`src/rtl/load_store_unit.sv`:
```
// Load/store unit: turns a MEM-stage load or store into one data-bus access.
// It stalls the pipeline while the access is in flight and returns a sign- or
// zero-extended load result for exactly one DONE cycle.
//
// Ports
//   clk, reset                      clock and asynchronous active-low reset
//   mem_valid, MemWriteM, funct3M   MEM-stage access kind, size and sign
//   ALUResultM, WriteDataM          byte address and right-aligned store data
//   stall                           pipeline freeze (combinational)
//   ReadDataM, misaligned, bus_err  access result, valid in DONE
//   bus_req/we/addr/be/wdata        registered data-bus request
//   bus_ack, bus_rdata              data-bus response
module load_store_unit #(
  parameter int unsigned TIMEOUT_CYC = 64
) (
  input  logic        clk,
  input  logic        reset,
  input  logic        mem_valid,
  input  logic        MemWriteM,
  input  logic [2:0]  funct3M,
  input  logic [31:0] ALUResultM,
  input  logic [31:0] WriteDataM,
  output logic        stall,
  output logic [31:0] ReadDataM,
  output logic        misaligned,
  output logic        bus_err,
  output logic        bus_req,
  output logic        bus_we,
  output logic [31:0] bus_addr,
  output logic [3:0]  bus_be,
  output logic [31:0] bus_wdata,
  input  logic        bus_ack,
  input  logic [31:0] bus_rdata
);

  localparam int unsigned CntW = $clog2(TIMEOUT_CYC + 1);

  typedef enum logic [1:0] {IDLE, BUSY, DONE} lsuStateT;

  lsuStateT        state;
  logic [CntW-1:0] waitCnt;
  logic [2:0]      funct3Q;
  logic [1:0]      addrLoQ;

  logic            isMisaligned;
  logic [3:0]      reqBe;
  logic [31:0]     reqWdata;
  logic [7:0]      laneByte;
  logic [15:0]     laneHalf;
  logic [31:0]     loadExt;

  // The pipeline is released only in DONE.
  assign stall = mem_valid && (state != DONE);

  // Alignment check, byte enables and store-data replication from the MEM-stage request.
  always_comb begin
    isMisaligned = 1'b0;
    reqBe        = 4'b1111;
    reqWdata     = WriteDataM;
    case (funct3M[1:0])
      2'b00: begin
        reqBe    = 4'b0001 << ALUResultM[1:0];
        reqWdata = {4{WriteDataM[7:0]}};
      end
      2'b01: begin
        isMisaligned = ALUResultM[0];
        reqBe        = 4'b0011 << {ALUResultM[1], 1'b0};
        reqWdata     = {2{WriteDataM[15:0]}};
      end
      default: begin
        isMisaligned = |ALUResultM[1:0];
      end
    endcase
  end

  // Lane selection and extension of the bus response, using the request latched on entry to BUSY.
  always_comb begin
    laneByte = bus_rdata[{addrLoQ, 3'b000} +: 8];
    laneHalf = bus_rdata[{addrLoQ[1], 4'b0000} +: 16];
    case (funct3Q)
      3'b000:  loadExt = {{24{laneByte[7]}}, laneByte};
      3'b001:  loadExt = {{16{laneHalf[15]}}, laneHalf};
      3'b100:  loadExt = {24'h000000, laneByte};
      3'b101:  loadExt = {16'h0000, laneHalf};
      default: loadExt = bus_rdata;
    endcase
    if (bus_we) begin
      loadExt = 32'h0000_0000;
    end
  end

  // Access sequencer with registered bus request and result.
  always_ff @(posedge clk or negedge reset) begin
    if (!reset) begin
      state      <= IDLE;
      waitCnt    <= '0;
      funct3Q    <= 3'b000;
      addrLoQ    <= 2'b00;
      bus_req    <= 1'b0;
      bus_we     <= 1'b0;
      bus_addr   <= 32'h0000_0000;
      bus_be     <= 4'b0000;
      bus_wdata  <= 32'h0000_0000;
      ReadDataM  <= 32'h0000_0000;
      misaligned <= 1'b0;
      bus_err    <= 1'b0;
    end else begin
      case (state)
        IDLE: begin
          if (mem_valid) begin
            if (isMisaligned) begin
              misaligned <= 1'b1;
              ReadDataM  <= 32'h0000_0000;
              state      <= DONE;
            end else begin
              bus_req   <= 1'b1;
              bus_we    <= MemWriteM;
              bus_addr  <= {ALUResultM[31:2], 2'b00};
              bus_be    <= reqBe;
              bus_wdata <= reqWdata;
              funct3Q   <= funct3M;
              addrLoQ   <= ALUResultM[1:0];
              waitCnt   <= '0;
              state     <= BUSY;
            end
          end
        end
        BUSY: begin
          // An ack in the final allowed cycle still wins over the timeout.
          if (bus_ack) begin
            ReadDataM <= loadExt;
            bus_req   <= 1'b0;
            state     <= DONE;
          end else if (waitCnt == CntW'(TIMEOUT_CYC - 1)) begin
            ReadDataM <= 32'h0000_0000;
            bus_err   <= 1'b1;
            bus_req   <= 1'b0;
            state     <= DONE;
          end else if (waitCnt != '1) begin
            waitCnt <= waitCnt + CntW'(1);
          end
        end
        DONE: begin
          misaligned <= 1'b0;
          bus_err    <= 1'b0;
          state      <= IDLE;
        end
        default: begin
          state <= IDLE;
        end
      endcase
    end
  end

endmodule

```
`config.mk`:
```
export PLATFORM = sky130hd
export DESIGN_NAME = load_store_unit
export DESIGN_NICKNAME = d
export VERILOG_FILES = /design/src/rtl/load_store_unit.sv
export SDC_FILE = /design/constraint.sdc
export NUM_CORES = 1
export LEC_CHECK = 0
export CORE_UTILIZATION = 47
export CTS_CLUSTER_DIAMETER = 150
export CTS_CLUSTER_SIZE = 40
export DETAILED_ROUTE_END_ITERATION = 8
export PLACE_DENSITY = 0.95
export SLEW_MARGIN = 20
export SYNTH_ARGS = -nofsm -noshare
export SYNTH_HDL_FRONTEND = slang
export SYNTH_SLANG_ARGS = --single-unit
export TNS_END_PERCENT = 1
```
`constraint.sdc`:
```
create_clock -name clk -period 4.85 [get_ports clk]
set_clock_uncertainty 0.15 [all_clocks]
set_input_delay 0.97 -clock clk [delete_from_list [all_inputs] [get_ports clk]]
set_output_delay 0.97 -clock clk [all_outputs]
set_load 0.02 [all_outputs]
```
==> metrics.cfg <==
[synthesis]
synth_mux_area_frac=0.157
synth_area_leaders=dfrtp_1 54%, mux2_2 9.9%, mux2i_1 5.8%
synthTopCellsByCount=116 x dfrtp_1, 47 x mux2_2, 46 x nand2_1, 43 x o21ai_0, 31 x mux2i_1
yosys_warnings=0
synth_compound_area_frac=0.167
yosysTopAreaCell=dfrtp_1
synthSimpleGateAreaFrac=0.0916
yosysMostFrequentCell=dfrtp_1
synth_edf_count=0
yosys_register_bits=116
synth_fa_ha_area_frac=0.00234
synth_top_family_by_area=compound AO/OA/AOI/OAI gates
synth_cell_types=54
synth_cells=467
avgSynthCellArea_sq_um=11.5
synth_flop_cell=dfrtp_1
synth-async-reset-ratio=1.00
synth_top_area_frac=0.542
syn_area_sq_um=5360
yosysSeqAreaShare=0.542
synth-xor-area-share=0.00327

[cells_and_area]
final_cells=821
syn_to_final_growth_pct=51.6
finalInstanceArea_sq_um=8120
fin_util=0.739
diodes=0
drive_gt1_frac=0.159
fin_nets=773

[floorplan]
dieArea_sq_um=11800
rows=38
num_io_pins=209
core_sq_um=11000
die_width_microns=109
start_util=0.488
dieHeight_microns=109

[sta]
whs_ns=0.332
hold_viol_final=0
max_freq_ghz=0.283
rsz0062_at_grt=false
tightest_slew_ns=1.04
slew_violations=0
fin_crit_sh=0.728
relSlewSlack=0.307
min_period_ns=3.53
layout_setup_ws_ns=1.32
finalSetupViolCount=0
tns_ns=0

[global_routing]
grt_use_total=0.269
grt-ovfl-total=0
grt_antenna_before_repair=0
grt_max_degree=91
first_global_vias=4805
grt_first_pass_wirelength_mm=24.0

[cts]
clkSinkCount=116
clock_path_buffers=2
clk_pin_slew_ns=0.05
tritoncts=done
clk-insertion-delay-late_ns=0.41
cts_setup_buffers=0
root_buffer=clkbuf_16
cts_buffers=17
h-tree-depth=4
ctsResizeCount=0
ctsHoldBuffers=0

[placed_design]
dp_cells=789
dpl.hpwl_mm=10.8
place.gp.congestion=0.902
numPortBuffers=206
dpl-instance-area_sq_um=7500
place_worst_setup_slack_ns=1.31

[drt]
routed-via-count=4672
avgViaCountPerCell=5.69
drtIter0Drc=330
drc_errors=0
met2_length_mm=7.69
drt-pass1-iter-count=7
ant_nets=0
wl_per_cell_microns=18.5
met3_wirelength_mm=1.36
wl_met1_mm=5.70
drt-total-wl_mm=15.2
topRoutingLayerUsed=met4

[setup_path]
path_class=input pin to output pin
startpoint_type=input pin
crit_fanout=4
crit_path_top_delay_cell=clkdlybuf4s50_1
cp-end-kind=output pin
cpPeakStageDelay_ns=0.65
critPathArrivalTime_ns=2.41
cp.required_ns=3.73
cpMostUsedCell=clkdlybuf4s50_1
cp_cell_sequence=clkdlybuf4s50_1 > inv_1 > a21oi_1 > clkdlybuf4s50_1

[job]
maxCapViolCount=0

[outcome]
status=completed

[power]
powerDensity_nw_per_um2=562
ir_drop_mv=0.354
p_total_mw=4.56
leakagePower_nw=3.48

[worst_hold_path]
hold_class=register to register

[per-layer routing]
metal,vias to the layer above,GRT usage
met4,0,0.111
met2,225,0.458
met3,40,0.0968
met1,2298,0.306
li1,2109,-
met5,-,0
[critical path, delay by kind of cell]
kind                   cells  cell delay (ns)
AO/OA/AOI/OAI              1             0.15
buffers and inverters      3             1.29
[cell usage in the layout (no fill, tap or decap), drive strengths merged, types with 5 or more instances in the layout]
master	n
a21o	5
a21oi	13
a221o	16
a2bb2oi	5
a32o	6
buf	8
clkbuf	18
clkdlybuf4s50	205
clkinv	9
dfrtp	116
inv	11
mux2	47
mux2i	31
nand2	46
nand2b	10
nor2	27
o21ai	43
o221ai	5
[where the power goes]
group | internal, mW | leakage, nW | switching (mW)
Clock | 0.856 | 0.299 | 0.449
Combinational | 0.879 | 1.72 | 0.843
Sequential | 1.29 | 1.46 | 0.252
[worst paths after layout]
check	to	slack, ns	from	cells past startpoint
min in group asynchronous	ReadDataM[17]$_DFFE_PN0P_	0.48	reset	1
hold reg to reg	bus_be[0]$_DFFE_PN0P_	0.33	bus_be[0]$_DFFE_PN0P_	1
setup reg to reg	ReadDataM[22]$_DFFE_PN0P_	2.12	addrLoQ[1]$_DFFE_PN0P_	4
setup / recovery	stall	1.32	mem_valid	4
hold / removal	bus_be[0]$_DFFE_PN0P_	0.33	bus_be[0]$_DFFE_PN0P_	1
max in group asynchronous	bus_addr[8]$_DFFE_PN0P_	3.18	reset	2
[cell type report]
cell class | instances | area (sq um)
timing repair buffer | 213 | 2120
clock buffer | 18 | 429
fill | 737 | 2870
tap | 140 | 175
clock inverter | 14 | 186
sequential | 116 | 2900
inverter | 12 | 45.0
multi-input combinational | 308 | 2260
[logic make-up after synthesis]
logic type | after synthesis
other | 1
xor gates and xnor gates | 2
muxes | 78
AOI/OAI and AO/OA | 121
buffers and inverters | 44
adders and majority gates | 1
DFF | 116
and+or+nand+nor | 104
[state kept, by name, indices dropped and copies added, names as in the netlist]
name        cells
ReadDataM      32
addrLoQ         2
bus_addr       30
bus_be          4
bus_err         1
bus_req         1
bus_wdata      32
bus_we          1
funct3Q         3
misaligned      1
state           2
waitCnt         7
Note: power is estimated with default switching activity, not from simulation.
